### src/rtl/pulso_sched.sv
// pulso_sched: round-robin debounce/one-shot scheduler sharing one delay counter among N buttons
module pulso_sched #(
    parameter int N = 4,
    parameter int CW = 18,
    parameter logic [CW-1:0] TERM = 18'h3FFFF
) (
    input  logic                 Clk,
    input  logic                 Clr,
    input  logic [N-1:0]         OP,
    output logic [N-1:0]         Mo,
    output logic                 Busy,
    output logic [$clog2(N)-1:0] Gnt,
    output logic                 Ab
);
    localparam int GW = $clog2(N);
    localparam logic [1:0] IDLE = 2'd0, RUN = 2'd1, FIRE = 2'd2, HOLD = 2'd3;
    logic [N-1:0] s1_q, s2_q, s3_q, pend_q, pend_d, rise, lvl, gmask, nmask;
    logic [1:0] state_q, state_d;
    logic [CW-1:0] cnt_q, cnt_d;
    logic [GW-1:0] gnt_q, gnt_d, ptr_q, ptr_d, sel, idx;
    logic ab_q, ab_d, any;
    // The synchronizer keeps shifting through Clr so a held button reloads s3 and yields no fresh rise
    always_ff @(posedge Clk) begin
        s1_q <= OP;
        s2_q <= s1_q;
        s3_q <= s2_q;
    end
    always_comb begin
        sel = '0;
        idx = '0;
        any = 1'b0;
        for (int k = N; k >= 1; k--) begin
            idx = GW'((int'(ptr_q) + k) % N);
            if (pend_q[idx]) begin
                sel = idx;
                any = 1'b1;
            end
        end
    end
    always_comb begin
        rise = s2_q & ~s3_q;
        lvl = s2_q;
        gmask = N'(1) << gnt_q;
        nmask = N'(1) << sel;
        state_d = state_q;
        cnt_d = cnt_q;
        gnt_d = gnt_q;
        ptr_d = ptr_q;
        ab_d = 1'b0;
        pend_d = pend_q | (rise & ~((state_q != IDLE) ? gmask : '0));
        if (state_q == IDLE && any) begin
            state_d = RUN;
            gnt_d = sel;
            cnt_d = '0;
            pend_d = pend_d & ~nmask;
        end else if (state_q == RUN) begin
            if (!lvl[gnt_q]) begin
                ab_d = 1'b1;
                ptr_d = gnt_q;
                state_d = IDLE;
            end else if (cnt_q == TERM) begin
                state_d = FIRE;
            end else begin
                cnt_d = cnt_q + 1'b1;
            end
        end else if (state_q == FIRE) begin
            ptr_d = gnt_q;
            state_d = HOLD;
        end else if (state_q == HOLD && !lvl[gnt_q]) begin
            state_d = IDLE;
        end
    end
    always_ff @(posedge Clk) begin
        if (Clr) begin
            state_q <= IDLE;
            pend_q <= '0;
            cnt_q <= '0;
            gnt_q <= '0;
            ptr_q <= GW'(N - 1);
            ab_q <= 1'b0;
        end else begin
            state_q <= state_d;
            pend_q <= pend_d;
            cnt_q <= cnt_d;
            gnt_q <= gnt_d;
            ptr_q <= ptr_d;
            ab_q <= ab_d;
        end
    end
    assign Mo = (state_q == FIRE) ? gmask : '0;
    assign Busy = state_q != IDLE;
    assign Gnt = gnt_q;
    assign Ab = ab_q;
endmodule
### config.mk
export PLATFORM = sky130hd
export DESIGN_NAME = pulso_sched
export DESIGN_NICKNAME = d
export VERILOG_FILES = /design/src/rtl/pulso_sched.sv
export SDC_FILE = /design/constraint.sdc
export NUM_CORES = 1
export LEC_CHECK = 0
export CORE_MARGIN = 2
export CORE_UTILIZATION = 35
export CTS_BUF_LIST = sky130_fd_sc_hd__clkbuf_4
export DETAILED_ROUTE_END_ITERATION = 16
export GPL_TIMING_DRIVEN = 1
export SETUP_SLACK_MARGIN = 0.2
export SLEW_MARGIN = 20
export SYNTH_ARGS = -nofsm -noshare
export SYNTH_HDL_FRONTEND = slang
export SYNTH_SLANG_ARGS = --single-unit
### constraint.sdc
create_clock -name Clk -period 2.3 [get_ports Clk]
set_input_delay 0.46 -clock Clk [delete_from_list [all_inputs] [get_ports Clk]]
set_output_delay 0.46 -clock Clk [all_outputs]
set_load 0.05 [all_outputs]
After elaboration in Yosys (flattened, before gate mapping):

Index checks and enable logic that the tools add are counted.

* add/subtract/negate cells: 5
* multipliers: 0
* div/mod/pow operators: 0
* $lt $le $gt $ge: 5
* equality and inequality tests: 7
* shift-type cells: 2
* muxes and demuxes: 31
* bitwise gates (word level): 10
* reductions and logical operators: 14

Operators with widths (number)
* 2-bit two-way mux: 12
* 18-bit by 1-bit adder with 18-bit output, second input constant: 1
* 18-bit == test, second input constant: 1
* 2-bit by 3-bit less-than comparator with 1-bit output, second input constant: 5
* 4-bit bitwise AND: 3
* 4-bit two-way mux: 3
* 4-bit NOT: 3
* 1-bit two-way mux: 11
* 1-bit binary-select mux with 2-bit select: 5
* 1-bit by 2-bit << shifter with 4-bit output, first input constant: 2
* 3-bit AND reduction: 2
* 2-bit by 1-bit adder with 2-bit output, second input constant: 2
* 2-bit adder, second input constant: 2
* 2-bit == test, second input constant: 2
* 4-bit by 3-bit inequality test with 1-bit output, second input constant: 1
* 4-bit bitwise OR: 1
* 2-bit AND reduction: 2
* 2-bit nonzero test: 2
* 4-bit nonzero test: 1
* 3-bit by 2-bit inequality test with 1-bit output, second input constant: 1
* 1-bit NOT: 3
* 3-bit nonzero test: 1
* 3-bit OR reduction: 1
* 2-bit by 1-bit == test with 1-bit output, second input constant: 1
* 5 further kinds: 6

* flip-flop bits (word level): 41
* latch bits: 0
* RAM bits: 0
* memory bits (read-only): 0
* word-level logic and storage cells: 84
* memories: 0

Longest topological paths before layout:

* word-level depth: 11
* mapped depth: 8
* mapped depth without buffers: 7

Worst setup path after synthesis:

Ideal clock, no wire load.

* path kind: register -> output
* start: register gnt_q[0] (netlist: Gnt[0])
* end: output port Mo[0]
* arrival time: 1929 ps
* data required time: 1840 ps
* path slack: -89 ps
* stages on the path, launching flop included: 3
* buffers on the path: 1
* path through: dfxtp_1 -> clkbuf_1 -> nor3b_1

* cells in the longest elaborated chain, start to end: 2

RTL lines
* start, declared: line 20 `logic [GW-1:0] gnt_q, gnt_d, ptr_q, ptr_d, sel, idx;`
* start signal, assigned: line 85 `gnt_q <= gnt_d;`
* 1-bit by 2-bit << shifter with 4-bit output: line 43 `gmask = N'(1) << gnt_q;`
* 4-bit two-way mux: line 90 `assign Mo = (state_q == FIRE) ? gmask : '0;`
* end, declared: line 10 `output logic [N-1:0] Mo,`

No other way between the ends.

Final worst setup path:

* start: register gnt_q[1] (netlist: Gnt[1])
* end: output port Gnt[1]

RTL lines
* end, declared: line 12 `output logic [$clog2(N)-1:0] Gnt,`

No word-level cell between the ends.

==> impl.org <==
** Floorplan
- Core Area :: 5140 sq um
- Die ar. :: 5990 sq um
- The floorplan step set the die width to 77.4 um.
- The initial utilization of the core area, before any placement, comes to 0.367.
- DIE HEIGHT :: 77.4 um
- IO Count :: 14
- Row generation in the floorplan step produced 26 rows.

** Setup path
- Worst Path Arrival :: 1.54 ns
- Tracing the worst setup path back leads to its startpoint at Gnt[1].
- Among cell families on the critical path, the largest total delay comes from buffers and inverters.
- The largest individual stage delay along the critical path comes from the cell sky130_fd_sc_hd__clkdlybuf4s50_1.
- The worst register-to-register path begins at cnt_q[0].
- The critical path is of the reg -> out type.
- The signal on the critical path passes through clkdlybuf4s50_1.
- Crit path required time :: 1.84 ns
- Max stage delay on crit path :: 0.81 ns
- In this run the worst path has a maximum fanout of 3.
- Kind of end point of the critical path :: output port
- Count of buffer and inverter cells on the critical path :: 1
- STA classifies the critical path startpoint as a flip-flop.

** Power
- Worst-case vdd ir drop :: 0.322 mV
- Leakage power total :: 0.000885 uW
- Pwr/cell area :: 1020 nW/um^2

** Synth
- The compound-cell area share of the yosys netlist is 0.200.
- Among all flip-flop cells after synthesis, the most frequent one is sky130_fd_sc_hd__dfxtp_1.
- Of the total synthesized cell area, the portion taken by AND, OR, NAND and NOR gates is 0.208.
- Share of the synthesized netlist area taken by xor and xnor gates :: 0.0372
- Share of synthesized area spent on multiplexers :: 0.0226
- In this run the mean area of a mapped cell was 9.43 sq um.
- Sequential share of the synthesized area :: 0.435
- Async set-reset flop share out of synthesis :: 0
- After synthesis the cells add up to 1890 sq um.
- Of the total synthesized cell area, the portion taken by full adders, half adders and majority gates is 0.0464.
- By area, the combinational part of the netlist is dominated by simple AND/OR/NAND/NOR gates.
- Number of synthesized flops with an enable pin :: 0
- The synthesized design spends more area on one cell type than any other, namely sky130_fd_sc_hd__dfxtp_1.
- The number of nets in the synthesized netlist is 213.
- After synthesis, the cell types taking the most area are sky130_fd_sc_hd__dfxtp_1 (44%), sky130_fd_sc_hd__ha_1 (4.6%), sky130_fd_sc_hd__nor2_1 (4.0%).
- Share of the synthesized area in the top cell type :: 0.435
- Synthesis produced a netlist whose cell count is 200.
- The synthesized netlist contains 49 unique library cells.
- Count of state elements after synthesis :: 41
- Ys Warns :: 0

** CTS
- After clock tree synthesis, the clock-pin slew on the worst setup and hold paths is 0.13 ns.
- Number of clock sinks :: 41
- Hold bufs inserted after CTS :: 0
- TritonCTS built the clock tree.
- The tree is rooted in a sky130_fd_sc_hd__clkbuf_4.
- The H-tree generated during clock tree synthesis spans 2 levels.
- The clock passes through at most 2 buffers.
- Counting the buffers created by CTS gives 5.
- Clock Latency Late Sink :: 0.35 ns

** Run
- Across the run, the number of max-cap violations was 0.

** Place
- The HPWL after detailed placement is 2.65 mm.
- Final weighted congestion of routability-driven global placement :: 0.800
- In this run the tool buffered the top-level ports with 13 buffer cells.

** STA
- For the pin with the worst max-slew slack, the measured transition is 0.505 ns.
- Unrepaired setup endpoints after global routing :: true
- Subtracting the final worst setup slack from the clock period gives 2.00 ns.
- Final setup violation count :: 0
- The total count of hold-check failures in the final report came to 0.
- The final count of pins violating max slew is 0.
- Share of the cycle needed by the critical path after routing :: 0.871
- For the final database, setup skew stands at 0.0123 ns.
- Derived from the worst setup path, the maximum achievable clock frequency is 499 MHz.
- Setup Total Neg Slack :: 0 ns
- Relative slew slack :: 0.662

** Routing
- First DRT Iteration DRCs :: 71
- Number of routed nets with antenna violations :: 0
- Final routed wirelength across all metal layers :: 3.62 mm
- Via count normalized by instance count :: 5.11
- After detailed routing, the number of remaining DRC violations is 0.
- For this run, the detailed router's first-pass iteration total came to 4.
- Routed length per instance :: 12.4 um
- Total number of vias :: 1488

** Hold path
- In this run the most critical hold path is launched from s1_q[3].
- Hold Path Class :: reg -> reg

** Global route
- Routing usage on met2 :: 0.194
- Number of antenna violations at the first check in global routing :: 0
- Met3 track demand over resource in global routing :: 0.0372
- Largest net degree at the start of global routing :: 15
- Most Used Layer, Global Route :: met2
- All-layer global routing usage :: 0.131
- The via count of the first global-routing pass came to 1369.
- The first global-routing pass estimated 6.33 mm of wire.
- Met1 usage :: 0.176
- Overall overflow remaining after global route :: 0

** Final layout
- The number of antenna diodes in the final layout is 0.
- The library cell used most frequently in the layout, excluding fill and tap cells, is sky130_fd_sc_hd__dfxtp_1.
- The layout has 520 filler cells.
- The library cells used most frequently in the layout, excluding fill and tap cells, are sky130_fd_sc_hd__dfxtp_1 (40), sky130_fd_sc_hd__nor2_1 (19), sky130_fd_sc_hd__nand2_1 (14).
- Layout cells sized above 1 :: 0.172
- Final core area utilization :: 0.433
- Layout net count :: 233
- Relative area change from synthesis to final layout :: 17.9%

** Outcome
- Run status :: finished clean
-- cells by family (layout without fill, tap and decap cells) --
| kind of cell | after synthesis | count (layout) |
|---|---|---|
| flops | 41 | 41 |
| compound gates | 48 | 48 |
| xor+xnor | 8 | 8 |
| mux | 3 | 3 |
| fa+ha+maj | 7 | 7 |
| simple gates | 74 | 74 |
| buf+inv | 19 | 40 |
-- final timing paths --
| check | slack [ns] | endpoint | depth (start not counted) |
|---|---|---|---|
| hold reg to reg | 0.34 | lvl[3] | 0 |
| setup reg to reg | 0.38 | cnt_q[6] | 7 |
| hold / removal | 0.34 | lvl[3] | 0 |
| setup / recovery | 0.30 | Gnt[1] | 1 |
-- power breakdown --
group          switching (uW)  total (uW)  internal [uW]
Combinational             492         813            321
Sequential               86.0         868            782
Clock                     248         590            342
-- layout make-up --
cell class                 count  area (sq um)  share of cell area
clock buffer                   5          37.5              0.0169
clock inverter                 3          68.8              0.0310
tap                           70          87.6              0.0394
timing repair buffer          21           180              0.0810
sequential                    41           822               0.370
inverter                      11          41.3              0.0186
multi-input combinational    140           986               0.443
-- sequential cells by signal, summed over array words and instances (netlist names) --
register	cells
pend_q	4
Gnt	2
lvl	4
Ab	1
state_q	2
s3_q	4
s1_q	4
cnt_q	18
ptr_q	2
-- through the flow --
step / hold WS [ns] / total power (uW) / setup WS, ns / area, sq um / std cells
6_report: 0.342 / 2270 / 0.297 / 2220 / 291
5_1_grt: 0.350 / 2420 / 0.180 / 2220 / 291
4_1_cts: 0.343 / 2290 / 0.237 / 2210 / 291
3_5_place_dp: 0.312 / 1690 / 0.361 / 2110 / 283
3_3_place_gp: 0.311 / 1700 / 0.396 / 2110 / 283
2_1_floorplan: 0.310 / 1490 / 0.297 / 1890 / 200
-- timing repair --
item                       4_1_cts  5_1_grt
resized for setup                0        3
setup buffers                    0        0
setup endpoints to repair        0        9
-- synth_stat cells (4+ instances only) --
| master | count |
|---|---|
| sky130_fd_sc_hd__nand3_1 | 7 |
| sky130_fd_sc_hd__a21oi_1 | 10 |
| sky130_fd_sc_hd__a211oi_1 | 5 |
| sky130_fd_sc_hd__nand4_1 | 5 |
| sky130_fd_sc_hd__inv_1 | 11 |
| sky130_fd_sc_hd__o21ai_0 | 5 |
| sky130_fd_sc_hd__nor3_1 | 5 |
| sky130_fd_sc_hd__o211ai_1 | 4 |
| sky130_fd_sc_hd__clkbuf_1 | 5 |
| sky130_fd_sc_hd__xor2_1 | 8 |
| sky130_fd_sc_hd__dfxtp_1 | 41 |
| sky130_fd_sc_hd__ha_1 | 7 |
| sky130_fd_sc_hd__nand2_1 | 14 |
| sky130_fd_sc_hd__nor2_1 | 20 |
| sky130_fd_sc_hd__or3_1 | 5 |
-- layer usage --
| metal | part of all wire | wire (um) |
|---|---|---|
| met5 | 0 | 0 |
| met4 | 0.0094 | 34 |
| met3 | 0.041 | 147 |
| met2 | 0.44 | 1610 |
| met1 | 0.51 | 1830 |
(Power assumes the default switching activity.)
